==> config.mk <==
export PLATFORM = sky130hd
export DESIGN_NAME = rc4_stream_xor
export DESIGN_NICKNAME = d
export VERILOG_FILES = /design/src/rtl/rc4_pkg.sv /design/src/rtl/rc4_ks_buffer.sv /design/src/rtl/rc4_stream_xor.sv
export SDC_FILE = /design/constraint.sdc
export NUM_CORES = 1
export LEC_CHECK = 0
export ABC_CLOCK_PERIOD_IN_PS = 1500
export CAP_MARGIN = 20
export CORE_UTILIZATION = 43
export CTS_CLUSTER_SIZE = 40
export DETAILED_ROUTE_END_ITERATION = 16
export GPL_TIMING_DRIVEN = 1
export PLACE_DENSITY_LB_ADDON = 0.2
export SETUP_SLACK_MARGIN = 0.1
export SLEW_MARGIN = 20
export SYNTH_ARGS = -nofsm -noshare
export SYNTH_HDL_FRONTEND = slang
export SYNTH_SLANG_ARGS = --single-unit
==> constraint.sdc <==
create_clock -name clk -period 1.5 [get_ports clk]
set_input_delay 0.375 -clock clk [delete_from_list [all_inputs] [get_ports clk]]
set_output_delay 0.375 -clock clk [all_outputs]
set_load 0.02 [all_outputs]
==> src/rtl/rc4_pkg.sv <==
// rc4_pkg -- definitions shared by the RC4 keystream consumer stages.
//   state_t            : control states of rc4_stream_xor (2-bit encoding)
//   byte_t             : one data / keystream byte
//   NUMS_OF_BYTES_DEF  : default keystream bytes per generator block
package rc4_pkg;

   typedef enum logic [1:0] {
      IDLE   = 2'd0,
      REQ    = 2'd1,
      STREAM = 2'd2,
      DRAIN  = 2'd3
   } state_t;

   typedef logic [7:0] byte_t;

   localparam int unsigned NUMS_OF_BYTES_DEF = 4;

endpackage

==> src/rtl/rc4_ks_buffer.sv <==
// rc4_ks_buffer -- holds one keystream block and returns the byte selected by idx.
// Ports:
//   clk, rst  : clock, asynchronous active-high reset
//   load      : capture strobe for ks_data
//   ks_data   : keystream block, byte n at [n*8 +: 8]
//   idx       : byte select
//   ks_byte   : selected keystream byte (combinational)
module rc4_ks_buffer
   import rc4_pkg::*;
#(
   parameter int unsigned NUMS_OF_BYTES = NUMS_OF_BYTES_DEF,
   parameter int unsigned IDX_W         = 2
) (
   input  logic                       clk,
   input  logic                       rst,
   input  logic                       load,
   input  logic [NUMS_OF_BYTES*8-1:0] ks_data,
   input  logic [IDX_W-1:0]           idx,
   output byte_t                      ks_byte
);

   logic [NUMS_OF_BYTES*8-1:0] key_buf;

   // NOTE: this storage is a handful of flops, not a RAM, so it takes the
   // async reset like every other register and a fresh block reads as zero.
   always_ff @(posedge clk or posedge rst) begin
      if (rst) begin
         key_buf <= '0;
      end else if (load) begin
         key_buf <= ks_data;
      end
   end

   // idx never exceeds NUMS_OF_BYTES-1 because the parent ends the message there.
   assign ks_byte = key_buf[idx*8 +: 8];

endmodule

==> src/rtl/rc4_stream_xor.sv <==
// rc4_stream_xor -- requests one RC4 keystream block and XORs it byte by byte
// onto a valid/ready plaintext stream, producing a valid/ready ciphertext stream.
// Optional feature macro: RC4_STREAM_XOR_BYPASS_EN (adds 'bypass', sampled with go;
// when set the message skips the keystream request and passes data unchanged).
// Ports:
//   clk, rst                      : clock, asynchronous active-high reset
//   go                            : one-cycle message start, sampled in IDLE
//   ks_req / ks_done / ks_data    : keystream generator request / done / block
//   in_valid/in_ready/in_data/in_last     : plaintext stream
//   out_valid/out_ready/out_data/out_last : ciphertext stream
//   busy                          : not IDLE
//   err                           : sticky overrun, cleared by the next go
module rc4_stream_xor
   import rc4_pkg::*;
#(
   parameter int unsigned NUMS_OF_BYTES = NUMS_OF_BYTES_DEF
) (
   input  logic                       clk,
   input  logic                       rst,
`ifdef RC4_STREAM_XOR_BYPASS_EN
   input  logic                       bypass,
`endif
   input  logic                       go,
   output logic                       ks_req,
   input  logic                       ks_done,
   input  logic [NUMS_OF_BYTES*8-1:0] ks_data,
   input  logic                       in_valid,
   output logic                       in_ready,
   input  byte_t                      in_data,
   input  logic                       in_last,
   output logic                       out_valid,
   input  logic                       out_ready,
   output byte_t                      out_data,
   output logic                       out_last,
   output logic                       busy,
   output logic                       err
);

   localparam int unsigned IDX_W = (NUMS_OF_BYTES > 1) ? $clog2(NUMS_OF_BYTES) : 1;
   localparam logic [IDX_W-1:0] IDX_LAST = IDX_W'(NUMS_OF_BYTES - 1);

   state_t           state_q, state_d;
   logic [IDX_W-1:0] idx_q;
   logic             ks_load;
   logic             accept;
   logic             at_limit;
   logic             msg_end;
   logic             use_bypass;
   state_t           go_target;
   byte_t            ks_byte;
   byte_t            tx_byte;

`ifdef RC4_STREAM_XOR_BYPASS_EN
   logic bypass_q;

   always_ff @(posedge clk or posedge rst) begin
      if (rst) begin
         bypass_q <= 1'b0;
      end else if (state_q == IDLE && go) begin
         bypass_q <= bypass;
      end
   end

   assign use_bypass = bypass_q;
   assign go_target  = bypass ? STREAM : REQ;
`else
   assign use_bypass = 1'b0;
   assign go_target  = REQ;
`endif

   rc4_ks_buffer #(
      .NUMS_OF_BYTES (NUMS_OF_BYTES),
      .IDX_W         (IDX_W)
   ) u_ks_buffer (
      .clk     (clk),
      .rst     (rst),
      .load    (ks_load),
      .ks_data (ks_data),
      .idx     (idx_q),
      .ks_byte (ks_byte)
   );

   // The output register may refill in the same cycle it drains.
   assign in_ready = (state_q == STREAM) && (!out_valid || out_ready);
   assign accept   = in_valid && in_ready;
   assign at_limit = (idx_q == IDX_LAST);
   assign msg_end  = in_last || at_limit;
   assign tx_byte  = use_bypass ? in_data : (in_data ^ ks_byte);
   assign busy     = (state_q != IDLE);

   always_ff @(posedge clk or posedge rst) begin
      if (rst) begin
         state_q <= IDLE;
      end else begin
         state_q <= state_d;
      end
   end

   // NOTE: every output of this block is given a default before the case, so
   // no path leaves a signal unassigned and no latch is inferred.
   always_comb begin
      state_d = state_q;
      ks_req  = 1'b0;
      ks_load = 1'b0;
      unique case (state_q)
         IDLE: begin
            if (go) state_d = go_target;
         end
         REQ: begin
            ks_req = 1'b1;
            if (ks_done) begin
               ks_load = 1'b1;
               state_d = STREAM;
            end
         end
         STREAM: begin
            if (accept && msg_end) state_d = DRAIN;
         end
         DRAIN: begin
            if (out_valid && out_ready) state_d = IDLE;
         end
         default: state_d = IDLE;
      endcase
   end

   // NOTE: registered state is updated only with non-blocking assignments so
   // every flop samples the pre-edge values regardless of statement order.
   always_ff @(posedge clk or posedge rst) begin
      if (rst) begin
         idx_q     <= '0;
         out_valid <= 1'b0;
         out_data  <= '0;
         out_last  <= 1'b0;
         err       <= 1'b0;
      end else begin
         if (state_q == IDLE && go) begin
            err   <= 1'b0;
            idx_q <= '0;   // bypass messages start streaming without a capture
         end
         if (ks_load) begin
            idx_q <= '0;
         end
         if (accept) begin
            out_data  <= tx_byte;
            out_valid <= 1'b1;
            out_last  <= msg_end;
            idx_q     <= idx_q + IDX_W'(1);
            // The block is exhausted but the message is not: flag it, never wrap.
            if (at_limit && !in_last) err <= 1'b1;
         end else if (out_ready) begin
            out_valid <= 1'b0;
         end
      end
   end

endmodule
### After elaboration in Yosys (flattened, before gate mapping)

Index checks and enable logic that the tools add are counted.

* eq/ne operators: 8
* multiplexer cells: 16
* magnitude comparators: 0
* add/sub/neg operators: 1
* shift operators: 1
* div/mod/pow operators: 0
* reduce and logical (&&, ||, !) cells: 15
* bitwise logic cells: 1
* multipliers: 0

Operators with widths (number)
* 32-bit by 6-bit variable part select with 8-bit output: 1
* 2-bit two-way mux: 7
* 1-bit two-way mux: 8
* 2-bit case mux with 4 select lines: 1
* 8-bit bitwise XOR: 1
* 2-bit equality test (second input constant): 3
* 1-bit logical AND: 6
* 2-bit inequality test (second input constant): 3
* 4-bit AND reduction: 1
* 2-bit nonzero test: 2
* 3-bit nonzero test: 1
* 2-bit by 1-bit adder with 2-bit output (second input constant): 1
* 2-bit by 1-bit equality test with 1-bit output (second input constant): 1
* 1-bit logical NOT: 2
* 2-bit logical NOT: 1
* 1-bit logical OR: 2
* 2-bit by 1-bit inequality test with 1-bit output (second input constant): 1

* output and inout port bits: 14
* ROM bits: 0
* register bits: 47
* logic and storage cells: 49
* memories kept: 0
* bits in latches: 0
* RAM bits: 0

### Depth between registers and ports, before layout

Gate-level depths: netlist of run 1.

* depth after elaboration: 7
* depth in mapped cells: 6

### Hierarchy

A second synthesis of run 1 with hierarchy kept.

* cell total of the unflattened synthesis: 155
* area total of the unflattened synthesis: 2194.6 um^2

By module, submodules not included
* rc4_ks_buffer: cells an instance 79, seq. area each 800.8 um^2, area each 1406.3 um^2, times used 1
* rc4_stream_xor: cells an instance 76, seq. area each 375.4 um^2, area each 788.3 um^2, times used 1

### Worst setup path before layout of run 1

No wires, ideal clock.

* path type: register to register
* start: register state_q[1]
* end: register state_q[1]
* slack: -0.256 ns
* arrival: 1.631 ns
* period minus slack after synthesis: 1.756 ns
* buffers on the path: 0
* setup time: 0.125 ns
* cell stages (with the launch flop): 6
* required time: 1.375 ns
* path through: dfrtp_1 -> inv_1 -> ha_1 -> a222oi_1 -> a21bo_2 -> mux2_4

* word-level cells in the longest chain between the ends: 6

Ends and longest elaborated chain
* start: declaration: RTL line rc4_stream_xor.sv:42 `state_t state_q, state_d;`
* start signal: assignment: RTL line rc4_stream_xor.sv:95 `state_q <= state_d;`
* 2-bit equality test: RTL line rc4_stream_xor.sv:84, rc4_stream_xor.sv:105
* 1-bit logical AND: RTL line rc4_stream_xor.sv:84 `assign in_ready = (state_q == STREAM) && (!out_valid || out_ready);`
* 1-bit logical AND: RTL line rc4_stream_xor.sv:85 `assign accept = in_valid && in_ready;`
* 1-bit logical AND: RTL line rc4_stream_xor.sv:117 `if (accept && msg_end) state_d = DRAIN;`
* 2-bit by 1-bit inequality test with 1-bit output (no line)
* 4-bit AND reduction (no line)

Parallel ways exist; a longest one is shown, timed or not.
A chain may end at the register's enable or synchronous reset.

### Final worst setup path of run 1

* start: register state_q[0]
* end: register state_q[1]

Same word-level chain as after synthesis.

==> results_dict.tcl, run 1 <==
set metrics [dict create \
    postSynth.asyncResetShare_pct 100 \
    ys_types 20 \
    ir_drop_mv 0.870 \
    period_share_pct 117 \
    arrival_ns 1.95 \
    fin_ws_ns -0.260 \
    vias 1503 \
    powerDensity_nw_per_um2 1950 \
    finalSetupViolations 37 \
    rsz0062_at_grt "true" \
    yosysMostFrequentCell "dfrtp_1" \
    synth_nets 207 \
    startpoint_type "flop" \
    final_max_slew_viol_count 0 \
    p_leak_nw 1.45 \
    max_cap_violations 0 \
    synth_compound_area_share_pct 4.69 \
    dieArea_um2 5240 \
    port_buffers 60 \
    drt_wl_total_um 4810 \
    nFillCells 346 \
    cts_max_level 2 \
    fin_nets 294 \
    die_h_um 72.4 \
    crit_type "reg2reg" \
    antenna_left 0 \
    hold_viol 0 \
    power_frac_clock_pct 17.0 \
    yosys.area_share.adder_pct 3.52 \
    gp_congestion 0.769 \
    syn_inst 154 \
    final_cells 309 \
    grt_max_degree 25 \
    first_iter_violations 54 \
    cts.path.max_buffers 2 \
    cp-end-kind "flop" \
    coreArea_um2 4750 \
    cts_tree "yes" \
    post_synth.cell_area_avg_um2 13.8 \
    grt_overflow 0 \
    synth_seq_cells 47 \
    intPower_mw 4.44 \
    row_count 25 \
    clk_pin_slew_worst_paths_ns 0.09 \
    routed_via_density 4.86 \
    outcome "finished with violations" \
    synthXorXnorAreaFrac_pct 3.29 \
    ys_seq_area_share_pct 55.2 \
    yosysTopAreaCell "dfrtp_1" \
    wire_per_inst_um 15.6 \
    dieWidth_um 72.4 \
    root_buffer "clkbuf_8" \
    insertion_delay_ns 0.30 \
    critical_path.max_fanout 3 \
    placed_cell_area_um2 2980 \
    grt.total_usage_pct 19.4 \
    drcViolationCount 0 \
    swShare_pct 30.8 \
    critical_path_required_ns 1.69 \
    synth_top_area_share_pct 55.2 \
    synthMuxAreaShare_pct 26.1 \
    first_pass_iters 4 \
    finalCriticalPeriod_ns 1.76 \
    max_freq_mhz 568 \
    violations "setup timing" \
    synth_edf_count 0 \
    synth_area_leaders "dfrtp_1, mux2_2, mux4_2" \
    start_util_pct 44.8 \
    grt_pass1_wl_um 7470 \
    worstMarginPinSlew_ns 0.373 \
    hold_path.class "in2async" \
    yosysWarnings 0 \
    ioPinCount 61 \
    synth_ff_type "dfrtp_1" \
    area_growth_pct 53.9 \
    hold_buffers 0 \
    post-dp-hpwl_um 3200 \
    synth_top_family_by_area "multiplexers" \
    grt_pass1_vias 1574 \
    ys_top_cells_by_count "dfrtp_1, mux2_2, o21ai_0" \
    combPwrFrac_pct 48.5 \
    yosys.area_share.simple_pct 4.40 \
    antenna_found_initial 0 \
    power_frac_seq_pct 34.6 \
    reg2reg_slack_ns -0.26 \
    drive_above_1_share_pct 37.6 \
    finalClockSkew_ns 0.00900 \
    cts.sinks 47 \
    power.switching_mw 1.98 \
    mappedNetlistArea_um2 2130 \
    numCtsBuffers 5 \
    stdcell_area_um2 3280 \
    max-slew-margin-rel_pct 75.1 \
    antennaDiodeCount 0 \
    dp_cells 291 \
]
layer usage:
| layer | track usage (%) | up-vias | share of wire (%) |
|---|---|---|---|
| li1 | - | 716 | - |
| met1 | 23.4 | 738 | 42 |
| met2 | 32.9 | 42 | 53 |
| met3 | 4.44 | 7 | 3.9 |
| met4 | 9.37 | 0 | 1.4 |
| met5 | 0 | - | 0 |
repair_timing:
item	4_1_cts	5_1_grt
gates resized for setup	38	21
hold endpoints to repair	0	0
cloned	1	2
pin swaps	2	1
setup endpoints to repair	56	59
buffers inserted	4	3
sequential cells by signal (all words and copies together), names as in the netlist:
signal	flops
out_last	1
state_q	2
out_valid	1
err	1
u_ks_buffer.key_buf	32
out_data	8
idx_q	2
layout make-up:
type | instances | area [um^2] | share of cell area [%]
Timing Repair Buffer | 87 | 905 | 27.6
Sequential cell | 47 | 1180 | 35.8
Tap cell | 67 | 83.8 | 2.55
Clock buffer | 6 | 72.6 | 2.21
Inverter | 7 | 30.0 | 0.915
Clock inverter | 2 | 60.1 | 1.83
Multi-Input combinational cell | 93 | 955 | 29.1
path summary, 6_finish.rpt:
path,startpoint,end,cells after the start
min in group clk,out_data[6],out_data[6],2
max,state_q[0],state_q[1],5
min reg2reg,out_data[6],out_data[6],2
min,rst,idx_q[1],2
max in group asynchronous,rst,u_ks_buffer.key_buf[21],3
max reg2reg,state_q[0],state_q[1],5
power groups by stage:
| stage | clock network (mW) | logic, mW | registers, mW |
|---|---|---|---|
| after floorplan | 0 | 1.67 | 2.29 |
| after global placement | 0 | 2.67 | 2.19 |
| after detailed placement | 0 | 2.76 | 2.23 |
| after CTS | 1.11 | 2.84 | 2.21 |
| after global routing | 1.18 | 3.33 | 2.29 |
| final | 1.09 | 3.11 | 2.22 |
stage by stage:
stage	hold WS, ns	worst slack [ns]	utilization [%]	TNS, ns	total power [mW]
2_1_floorplan	0.398	-0.154	-	-0.154	3.97
3_3_place_gp	0.461	-0.563	62.6	-7.42	4.86
3_5_place_dp	0.469	-0.553	62.6	-9.22	4.99
4_1_cts	0.406	-0.222	66.6	-4.59	6.16
5_1_grt	0.418	-0.301	69.0	-5.33	6.80
6_report	0.404	-0.260	69.0	-3.61	6.41
logic make-up after synthesis:
group                      after synthesis
adders and majority gates                6
DFF                                     47
muxes                                   41
and+or+nand+nor                         21
xor gates and xnor gates                 8
AOI/OAI and AO/OA                       17
buffers and inverters                   14
critical path, stage by stage (launching register included):
cell and delay, ns:
dfrtp_1 0.41, buf_6 0.13, ha_4 0.15, a222oi_1 0.37
a21bo_2 0.29, mux2_4 0.30
layout by cell type (no fill, tap or decap), types with 2 or more instances in the layout:
cell | synthesis | final
buf_6 | 0 | 5
o21ai_1 | 0 | 8
nor2_1 | 2 | 2
clkdlybuf4s15_1 | 0 | 9
mux2_2 | 32 | 32
ha_1 | 6 | 4
clkbuf_8 | 0 | 5
clkdlybuf4s50_1 | 0 | 46
nand2_1 | 12 | 11
buf_2 | 4 | 2
nand2b_1 | 2 | 2
bufinv_16 | 0 | 2
buf_4 | 1 | 16
xnor2_2 | 0 | 5
inv_1 | 7 | 5
buf_12 | 0 | 4
mux4_2 | 8 | 8
clkbuf_16 | 0 | 2
o21ai_0 | 13 | 5
a22oi_1 | 2 | 2
nand3_1 | 3 | 3
clkbuf_2 | 0 | 2
xnor2_1 | 8 | 3
dfrtp_1 | 47 | 47
No activity file was read; power rests on OpenSTA's default activity.
==> run 2: changes to the inputs <==
--- a/config.mk
+++ b/config.mk
@@ -13,7 +13,6 @@
 export GPL_TIMING_DRIVEN = 1
 export PLACE_DENSITY_LB_ADDON = 0.2
 export SETUP_SLACK_MARGIN = 0.1
-export SLEW_MARGIN = 20
 export SYNTH_ARGS = -nofsm -noshare
 export SYNTH_HDL_FRONTEND = slang
 export SYNTH_SLANG_ARGS = --single-unit
==> results of run 2 <==
No change in the layout: final DEF, timing and power equal those of run 1.
==> run 3: changes to the inputs <==
--- a/config.mk
+++ b/config.mk
@@ -5,14 +5,16 @@
 export SDC_FILE = /design/constraint.sdc
 export NUM_CORES = 1
 export LEC_CHECK = 0
+export ABC_AREA = 1
 export ABC_CLOCK_PERIOD_IN_PS = 1500
 export CAP_MARGIN = 20
-export CORE_UTILIZATION = 43
+export CORE_UTILIZATION = 44
 export CTS_CLUSTER_SIZE = 40
 export DETAILED_ROUTE_END_ITERATION = 16
 export GPL_TIMING_DRIVEN = 1
 export PLACE_DENSITY_LB_ADDON = 0.2
 export SETUP_SLACK_MARGIN = 0.1
+export SLEW_MARGIN = 30
 export SYNTH_ARGS = -nofsm -noshare
 export SYNTH_HDL_FRONTEND = slang
 export SYNTH_SLANG_ARGS = --single-unit
==> results_dict.tcl, run 3 <==
set metrics [dict create \
    yosysMostFrequentCell "nand2_1" \
    cts.path.max_buffers 2 \
    postSynth.asyncResetShare_pct 100 \
    synth_ff_type "dfrtp_1" \
    fin_nets 374 \
    first_iter_violations 146 \
    numCtsBuffers 5 \
    critical_path.max_fanout 2 \
    critical_path_required_ns 1.12 \
    grt_overflow 0 \
    grt_pass1_vias 1910 \
    row_count 26 \
    dieWidth_um 75.6 \
    synth_seq_cells 47 \
    synth_top_area_share_pct 49.3 \
    cts_tree "yes" \
    first_pass_iters 4 \
    ir_drop_mv 0.845 \
    crit_type "reg2out" \
    antenna_found_initial 0 \
    clk_pin_slew_worst_paths_ns 0.08 \
    reg2reg_slack_ns -0.08 \
    timing.rr.start "state_q[0]" \
    max_cap_violations 0 \
    final_common_cell "nand2_1" \
    cp-end-kind "primary output" \
    drt_wl_total_um 5950 \
    insertion_delay_ns 0.31 \
    drive_above_1_share_pct 32.3 \
    fin_ws_ns -0.0770 \
    rsz0062_at_grt "true" \
    max-slew-margin-rel_pct 76.2 \
    ys_top_cells_by_count "nand2_1, dfrtp_1, mux2_2" \
    mappedNetlistArea_um2 2390 \
    start_util_pct 46.1 \
    die_h_um 75.6 \
    r2r_cells 7 \
    antennaDiodeCount 0 \
    regMostFlops "u_ks_buffer.key_buf" \
    finalClockSkew_ns 0.0130 \
    mostFrequentLayoutCells "nand2_1, dfrtp_1, clkdlybuf4s50_1" \
    hold_viol 0 \
    synth_nets 291 \
    drcViolationCount 0 \
    root_buffer "clkbuf_8" \
    post_synth.cell_area_avg_um2 10.0 \
    syn_inst 238 \
    hold_buffers 0 \
    r2r-end "u_ks_buffer.key_buf[23]" \
    finalCriticalPeriod_ns 1.58 \
    cts_max_level 2 \
    powerDensity_nw_per_um2 2020 \
    nFillCells 368 \
    vias 1971 \
    arrival_ns 1.20 \
    antenna_left 0 \
    port_buffers 60 \
    violations "setup timing" \
    outcome "finished with violations" \
    startpoint_type "flop" \
    yosysTopAreaCell "dfrtp_1" \
    largest_reg_flops 32 \
    wire_per_inst_um 15.2 \
    period_share_pct 105 \
    post-dp-hpwl_um 3820 \
    max_freq_mhz 634 \
    grt_pass1_wl_um 9160 \
    ys_seq_area_share_pct 49.3 \
    register_area_um2 1180 \
    area_growth_pct 50.4 \
    multi_input_area_um2 1230 \
    finalSetupViolations 15 \
    cts.sinks 47 \
    grt_max_degree 20 \
    final_max_slew_viol_count 0 \
    synth_edf_count 0 \
    reg_top3 "u_ks_buffer.key_buf (32), out_data (8)" \
    worstMarginPinSlew_ns 0.357 \
    hold_path.class "in2async" \
    coreArea_um2 5170 \
    p_leak_nw 1.78 \
    dp_slack_ns -0.537 \
    ioPinCount 61 \
    grt.total_usage_pct 22.3 \
    dieArea_um2 5720 \
    synth_area_leaders "dfrtp_1, mux2_2, nand2_1" \
    gp_congestion 0.743 \
    ys_types 18 \
    yosysWarnings 0 \
    fin_util_pct 69.4 \
    routed_via_density 5.03 \
]
[run 3: cell type report]
class                           count  area share (%)
Multi-Input combinational cell    164            34.4
Clock buffer                        7            2.41
Tap cell                           70            2.44
Clock inverter                      1           0.244
Inverter                           19            2.37
Timing Repair Buffer               84            25.3
Sequential cell                    47            32.8
[run 3: worst max-delay path, stage by stage (launching register included)]
cell and delay (ns):
dfrtp_1 0.39, inv_2 0.05, ha_2 0.19, and2_4 0.15, buf_6 0.12
[run 3: what timing repair did]
action | in CTS | in global routing
setup endpoints to repair | 59 | 57
hold endpoints to repair | 0 | 0
buffers inserted | 5 | 1
gates resized for setup | 83 | 22
pin swaps | 4 | 4
gates cloned | 3 | 0
[run 3: through the flow]
step / total power [mW] / instance area [um^2] / std cells / hold WS (ns) / setup TNS (ns)
CTS: 7.09 / 3570 / 392 / 0.407 / -1.08
floorplan: 4.50 / 2390 / 238 / 0.398 / 0
global placement: 5.43 / 3150 / 376 / 0.465 / -6.04
detailed placement: 5.54 / 3150 / 376 / 0.473 / -6.94
global route: 7.71 / 3590 / 392 / 0.434 / -1.33
finish: 7.24 / 3590 / 392 / 0.398 / -0.932
[run 3: cells by family (layout without fill, tap and decap cells)]
kind of cell / count (synthesis) / in the layout / share of synthesized area [%]
AO/OA/AOI/OAI: 5 / 5 / 1.15
adder cells (fa/ha/maj): 6 / 6 / 3.15
buffers and inverters: 27 / 111 / 7.45
flip-flops: 47 / 47 / 49.3
multiplexers: 32 / 32 / 15.1
AND/OR/NAND/NOR: 121 / 121 / 23.9
[run 3: per-layer routing]
layer	part of all wire [%]	vias up	GRT usage [%]
met5	0	-	0
met4	2.3	0	9.67
met3	4.1	15	3.57
met2	49	47	36.2
met1	45	957	29.6
li1	-	952	-
[run 3: report_power, final]
group / total [mW] / internal, mW / switching [mW]
registers: 2.36 / 1.91 / 0.454
logic: 4.07 / 2.16 / 1.92
clock network: 0.808 / 0.378 / 0.430
total: 7.24 / 4.44 / 2.80
[run 3: how the worst max path moves through the flow]
stage / from / endpoint / slack (ns) / cells after the start
2_1_floorplan: state_q[1] / u_ks_buffer.key_buf[0] / 0.09 / 5
3_3_place_gp: out_ready / in_ready / -0.52 / 5
3_5_place_dp: out_ready / in_ready / -0.54 / 5
4_1_cts: state_q[0] / in_ready / -0.14 / 4
5_1_grt: state_q[0] / in_ready / -0.11 / 4
6_report: state_q[0] / in_ready / -0.08 / 4
